**config.mk**
```make
export PLATFORM = sky130hd
export DESIGN_NAME = div_issue_ctrl
export DESIGN_NICKNAME = d
export VERILOG_FILES = /design/src/rtl/cpu_div_pkg.sv /design/src/rtl/div_issue_ctrl.sv
export SDC_FILE = /design/constraint.sdc
export NUM_CORES = 1
export LEC_CHECK = 0
export CAP_MARGIN = 10
export CORE_MARGIN = 3
export CORE_UTILIZATION = 45
export CTS_BUF_LIST = sky130_fd_sc_hd__clkbuf_8
export DETAILED_ROUTE_END_ITERATION = 8
export GPL_TIMING_DRIVEN = 0
export PLACE_DENSITY_LB_ADDON = 0.05
export SYNTH_ARGS = -nofsm -noshare
export SYNTH_HDL_FRONTEND = slang
export SYNTH_SLANG_ARGS = --single-unit
```
**constraint.sdc**
```tcl
create_clock -name clk -period 2.9 [get_ports clk]
set_clock_uncertainty 0.05 [all_clocks]
set_input_delay 0.29 -clock clk [delete_from_list [all_inputs] [get_ports clk]]
set_output_delay 0.29 -clock clk [all_outputs]
set_load 0.02 [all_outputs]
```
**src/rtl/cpu_div_pkg.sv**
```systemverilog
`default_nettype none
// ============================================================================
// Package  : cpu_div_pkg
// Op-code encodings, issue FSM states and watchdog default for div_issue_ctrl.
// Revision : 1.0
// ============================================================================
package cpu_div_pkg;

  localparam int unsigned c_timeout_default = 63;

  localparam logic [2:0] c_op_divu = 3'd0;
  localparam logic [2:0] c_op_div  = 3'd1;
  localparam logic [2:0] c_op_mthi = 3'd2;
  localparam logic [2:0] c_op_mtlo = 3'd3;
  localparam logic [2:0] c_op_mfhi = 3'd4;
  localparam logic [2:0] c_op_mflo = 3'd5;

  typedef enum logic [1:0] {
    IDLE    = 2'd0,
    WAIT    = 2'd1,
    RELEASE = 2'd2
  } div_state_e;

  function automatic logic is_div_op(input logic [2:0] op);
    return (op == c_op_divu) || (op == c_op_div);
  endfunction

  // Codes 6 and 7 are NOPs and never interact with HI/LO or the divider.
  function automatic logic is_real_op(input logic [2:0] op);
    return op <= c_op_mflo;
  endfunction

endpackage
`default_nettype wire

```
**src/rtl/div_issue_ctrl.sv**
```systemverilog
`default_nettype none
// ============================================================================
// Module   : div_issue_ctrl
// Issues DIV/DIVU to an external iterative divider and owns HI/LO.
// Option   : DIV_ZERO_BYPASS_EN retires divide-by-zero without the divider.
// Revision : 1.0
// ============================================================================
module div_issue_ctrl
  import cpu_div_pkg::*;
#(
  parameter int unsigned TIMEOUT_CYCLES = c_timeout_default
) (
  input  logic        clk,
  input  logic        rst,
  input  logic        op_valid,
  input  logic [2:0]  op_code,
  input  logic [31:0] rs_val,
  input  logic [31:0] rt_val,
  input  logic        flush,
  output logic        stall,
  output logic [31:0] mf_data,
  output logic [31:0] hi,
  output logic [31:0] lo,
  output logic        div_start,
  output logic        div_signed,
  output logic [31:0] div_a,
  output logic [31:0] div_b,
  input  logic        div_ready,
  input  logic [63:0] div_result,
  output logic        timeout_err
);

  localparam int c_cnt_w = (TIMEOUT_CYCLES > 1) ? $clog2(TIMEOUT_CYCLES) : 1;
  localparam logic [c_cnt_w-1:0] c_cnt_last = c_cnt_w'(TIMEOUT_CYCLES - 1);

  div_state_e         r_state;
  div_state_e         w_next;
  logic               r_abort;
  logic [c_cnt_w-1:0] r_cnt;

  logic w_div_op;
  logic w_zero_bypass;
  logic w_issue;
  logic w_res_wr;
  logic w_wait_done;
  logic w_timeout;

  assign w_div_op = op_valid && is_div_op(op_code);

`ifdef DIV_ZERO_BYPASS_EN
  assign w_zero_bypass = (rt_val == 32'd0);
`else
  assign w_zero_bypass = 1'b0;
`endif

  always_ff @(posedge clk) begin
    if (rst) begin
      r_state <= IDLE;
    end else begin
      r_state <= w_next;
    end
  end

  always_comb begin
    w_next      = r_state;
    w_issue     = 1'b0;
    w_res_wr    = 1'b0;
    w_wait_done = 1'b0;
    w_timeout   = 1'b0;
    case (r_state)
      IDLE: begin
        if (w_div_op && !flush && !w_zero_bypass) begin
          w_issue = 1'b1;
          w_next  = WAIT;
        end
      end
      WAIT: begin
        // A result arriving on the last watchdog cycle still wins.
        if (div_ready) begin
          w_wait_done = 1'b1;
          w_res_wr    = !r_abort && !flush;
          w_next      = RELEASE;
        end else if (r_cnt == c_cnt_last) begin
          w_timeout = 1'b1;
          w_next    = RELEASE;
        end
      end
      RELEASE: begin
        if (!div_ready) begin
          w_next = IDLE;
        end
      end
      default: w_next = IDLE;
    endcase

    // An aborted divide no longer holds EX, but any later op that needs
    // HI/LO or the divider must wait for the unit to drain.
    stall = !rst && (w_issue
                     || ((r_state == WAIT) && !r_abort)
                     || ((r_state != IDLE) && op_valid && is_real_op(op_code)));
  end

  always_ff @(posedge clk) begin
    if (rst) begin
      hi          <= 32'd0;
      lo          <= 32'd0;
      div_start   <= 1'b0;
      div_signed  <= 1'b0;
      div_a       <= 32'd0;
      div_b       <= 32'd0;
      r_abort     <= 1'b0;
      r_cnt       <= '0;
      timeout_err <= 1'b0;
    end else begin
      if (w_issue) begin
        div_a      <= rs_val;
        div_b      <= rt_val;
        div_signed <= op_code[0];
        div_start  <= 1'b1;
        r_abort    <= 1'b0;
        r_cnt      <= '0;
      end

      if (r_state == WAIT) begin
        if (flush) begin
          r_abort <= 1'b1;
        end
        if (w_wait_done || w_timeout) begin
          div_start <= 1'b0;
        end else begin
          r_cnt <= r_cnt + 1'b1;
        end
        if (w_timeout) begin
          timeout_err <= 1'b1;
        end
      end

      if (w_res_wr) begin
        lo <= div_result[31:0];
        hi <= div_result[63:32];
      end else if ((r_state == IDLE) && op_valid && !flush) begin
        if (op_code == c_op_mthi) begin
          hi <= rs_val;
        end else if (op_code == c_op_mtlo) begin
          lo <= rs_val;
        end
      end
    end
  end

  assign mf_data = (op_code == c_op_mfhi) ? hi : lo;

endmodule
`default_nettype wire

```
==> metrics.md <==
| Metric | Value |
|---|---|
| Drt pass-1 iters | 5 |
| Clk_lat worst skew | roughly 0.45 ns |
| Max Root-Sink Buffers | 2 |
| Worst-Margin Slew | 0.610 ns |
| Layout Utilization | 0.724 |
| Pin count of the biggest net entering global routing | 20 |
| Hold Crit Class | in2reg |
| Critical-path cell list | buf_2, nor4_4, buf_6, buf_2, nand2_1, a21oi_2, dlygate4sd2_1 |
| Clock power share | 0.364 |
| Chip Height | around 130 um |
| Net Switching | 0.00111 W |
| Sequential Area | roughly 2800 um^2 |
| HP Start | rt_val[7] |
| Layout cells sized above 1 | 0.0913 |
| Minimum clock period | around 2.8 ns |
| CTS clock-pin slew for the worst setup and hold paths | approximately 0.070 ns |
| Worst R2R Path Depth | 6 |
| Total Wirelength | 26700 um |
| Mapped Cells | roughly 790 |
| Synth area leader | dfxtp_1 |
| Slew Viols, Final | 0 |
| DRC Markers | 0 |
| Final net count | ~1200 |
| WHS | 0.352 ns |
| Slowest CP cell | nor4_4 |
| Post-synth EDFFs | 0 |
| Row count | 43 |
| IO Pins | 300 |
| Area growth syn-to-layout | 54.6% |
| H-Tree Depth | 4 |
| CP startpoint kind | flip-flop |
| Switching Fraction | 0.263 |
| Wl on met1 | approximately 11000 um |
| Placed cell area | slightly below 10000 um^2 |
| Setup CP Type | reg2out |
| Count of final setup violators | 0 |
| Max-Slew Margin vs Limit | 0.593 |
| RR Endpoint | lo[26] |
| DIE AREA | approximately 16000 um^2 |
| Hpwl dp | slightly below 20000 um |
| Count leader, synth | dfxtp_1 |
| Synth unique cells | 44 |
| First-pass GRT wire length | ~41000 um |
| Syn avg cell area | between 8 and 9 um^2 |
| # clock sinks | 140 |
| RSZ-0062 raised after global routing | yes |
| Finished Cell Area | around 10000 um^2 |
| GRT Total Usage | 0.319 |
| Post-route ant nets | 0 |
| R2R Setup Slk | 0.94 ns |
| Initial antenna violation count | 0 |
| Critical Path Fanout Max | 10 |
| Sequential element share of the synthesized area | 0.423 |
| Hold path depth | 3 |
| Int Pwr | a little over 0.003 W |
| Critical Path AT | 2.46 ns |
| TritonCTS buffer count | 17 |
| Crit share post-route | 0.967 |
| Top_reg_cell synth | dfxtp_1 |
| Synthesized area | around 6600 um^2 |
| CTS Hold Bufs | 0 |
| Max_cap viols | 0 |
| Setup TNS | 0 ns |
| Fillers | 1228 |
| TritonCTS clock tree | yes |
| Initial core utilization | 0.468 |
| Status | complete, no violations |
| VDD IR max | between 300 and 400 uV |
| Combinational power share | 0.166 |
| Via count | around 7800 |
| Sequential Power Share | 0.470 |
| Hold endpoint | div_b[7] |
| PortBufs | 298 |
| Core area | ~14000 um^2 |
| Top cell type's share of synthesized area | 0.423 |
| Vias/cell | 6.02 |
| Worst path depth | 7 |
| Worst path top cell family by delay | buffers and inverters |
| Bufs and invs on worst path | 4 |
| WL met2 | approximately 13000 um |
| Length of routed met3 wiring | ~2500 um |
| Flops & latches, synth | 140 |
| WP data required | about 2.6 ns |
| Non-Filler Instances | 1297 |
| Biggest cell delay along the critical path | roughly 0.36 ns |
| Yosys warning count | 0 |
| Multi-input logic area | between 3000 and 4000 um^2 |
| Mapped Nets | between 900 and 1000 |
| Inst Count DP | roughly 1300 |
| RD Place Congestion | between 0.8 and 0.9 |
| Overflow after GRT | 0 |
| Post-synth top cells | 140 x dfxtp_1, 131 x nand3_1, 78 x o21ai_1 |
| Vias in the first global route | roughly 7400 |
| Final hold viol count | 0 |
| Leak Pwr | about 3.4 nW |
| DRT iter0 DRCs | between 700 and 800 |
| Top post-synthesis cells by area | dfxtp_1 42%, nand3_1 9.9%, a311oi_1 8.5%, o21ai_1 5.9%, mux2_2 5.4% |
| Root Driver | clkbuf_8 |
| Avg WL per Cell | between 20 and 25 um |
| DR top layer | met4 |
| Async set-or-reset flop fraction in the synthesized netlist | 0 |
| FF-to-FF Start | r_state[0] |
| Pwr per Cell Area | 413 nW/um^2 |
| Most used cell, CP | buf_2 |
| Critical path capture point type | output port |
| Achievable frequency | around 360 MHz |
| Antenna diodes | 0 |
| Die W | between 100 and 150 um |
==> per-layer routing <==
layer  vias up  global-route usage
met5         -                   0
met3        59              0.0853
met2       403               0.520
li1       3631                   -
met4         0               0.103
met1      3716               0.412
==> layout make-up <==
| cell class | instances | area share |
|---|---|---|
| tap | 180 | 0.0220 |
| clock inverter | 6 | 0.00733 |
| multi-input combinational | 549 | 0.328 |
| sequential | 140 | 0.274 |
| clock buffer | 21 | 0.0282 |
| inverter | 2 | 0.000733 |
| timing repair buffer | 299 | 0.292 |
| buffer | 100 | 0.0484 |
==> worst max-delay path by stage <==
stage,slack (ns),start,end
final,0.1,r_state[1],stall
after global routing,-0.007,r_state[1],stall
after CTS,0.01,r_state[1],stall
after detailed placement,-0.57,op_valid,stall
after global placement,-0.59,op_code[2],stall
after floorplan,0.93,r_state[1],stall
==> layout by cell type, fill, tap and decap left out, types with 2 or more instances in the layout <==
master	count
nor2_1	5
nor2b_1	3
nand2_1	3
bufinv_16	2
clkbuf_2	2
or3b_2	2
buf_2	19
a21oi_1	69
clkbuf_1	64
or2_2	3
nand3_1	131
inv_1	6
a211oi_1	5
and3_1	2
mux2_2	32
clkbuf_8	21
o21ai_0	54
o211ai_1	4
o21ai_1	78
dfxtp_1	140
nor3_1	64
a311oi_1	64
mux2i_1	4
buf_4	3
nor3b_1	2
ha_1	2
clkdlybuf4s50_1	296
buf_6	11
==> worst register-to-register path, stage by stage, from the launching register on <==
cell,delay (ns)
dfxtp_1,0.31
buf_6,0.13
or4b_1,0.50
buf_2,0.17
clkbuf_1,0.28
o21ai_0,0.25
a311oi_1,0.12
==> power groups by stage <==
stage | logic, W | registers, W | clock network (W)
after floorplan | 0.000245 | 0.00207 | 0
after global placement | 0.000683 | 0.00203 | 0
after global routing | 0.000743 | 0.00199 | 0.00165
after detailed placement | 0.000686 | 0.00203 | 0
final | 0.000702 | 0.00199 | 0.00154
after CTS | 0.000694 | 0.00199 | 0.00153
==> what timing repair did <==
| action | in CTS | in global routing |
|---|---|---|
| buffers inserted | 1 | 0 |
| setup endpoints to repair | 33 | 11 |
| resized for setup | 8 | 5 |
| hold endpoints to repair | 0 | 0 |
==> stage by stage <==
stage | setup slack (ns) | power [W]
6_report | 0.0965 | 0.00423
4_1_cts | 0.0146 | 0.00421
3_5_place_dp | -0.569 | 0.00272
2_1_floorplan | 0.926 | 0.00232
5_1_grt | -0.00740 | 0.00438
3_3_place_gp | -0.595 | 0.00271
==> state kept, by name (all words and copies together), names as in the netlist <==
name         flops
r_cnt            6
div_start        1
timeout_err      1
r_state          2
div_signed       1
div_b           32
r_abort          1
lo              32
hi              32
div_a           32
==> cells by family after synthesis <==
logic type	after synthesis	share of synthesized area
multiplexers	36	0.0604
AO/OA/AOI/OAI	284	0.259
adder cells (fa/ha/maj)	2	0.00378
buffers and inverters	103	0.0740
AND/OR/NAND/NOR	227	0.180
flip-flops	140	0.423
(Power assumes the default switching activity.)
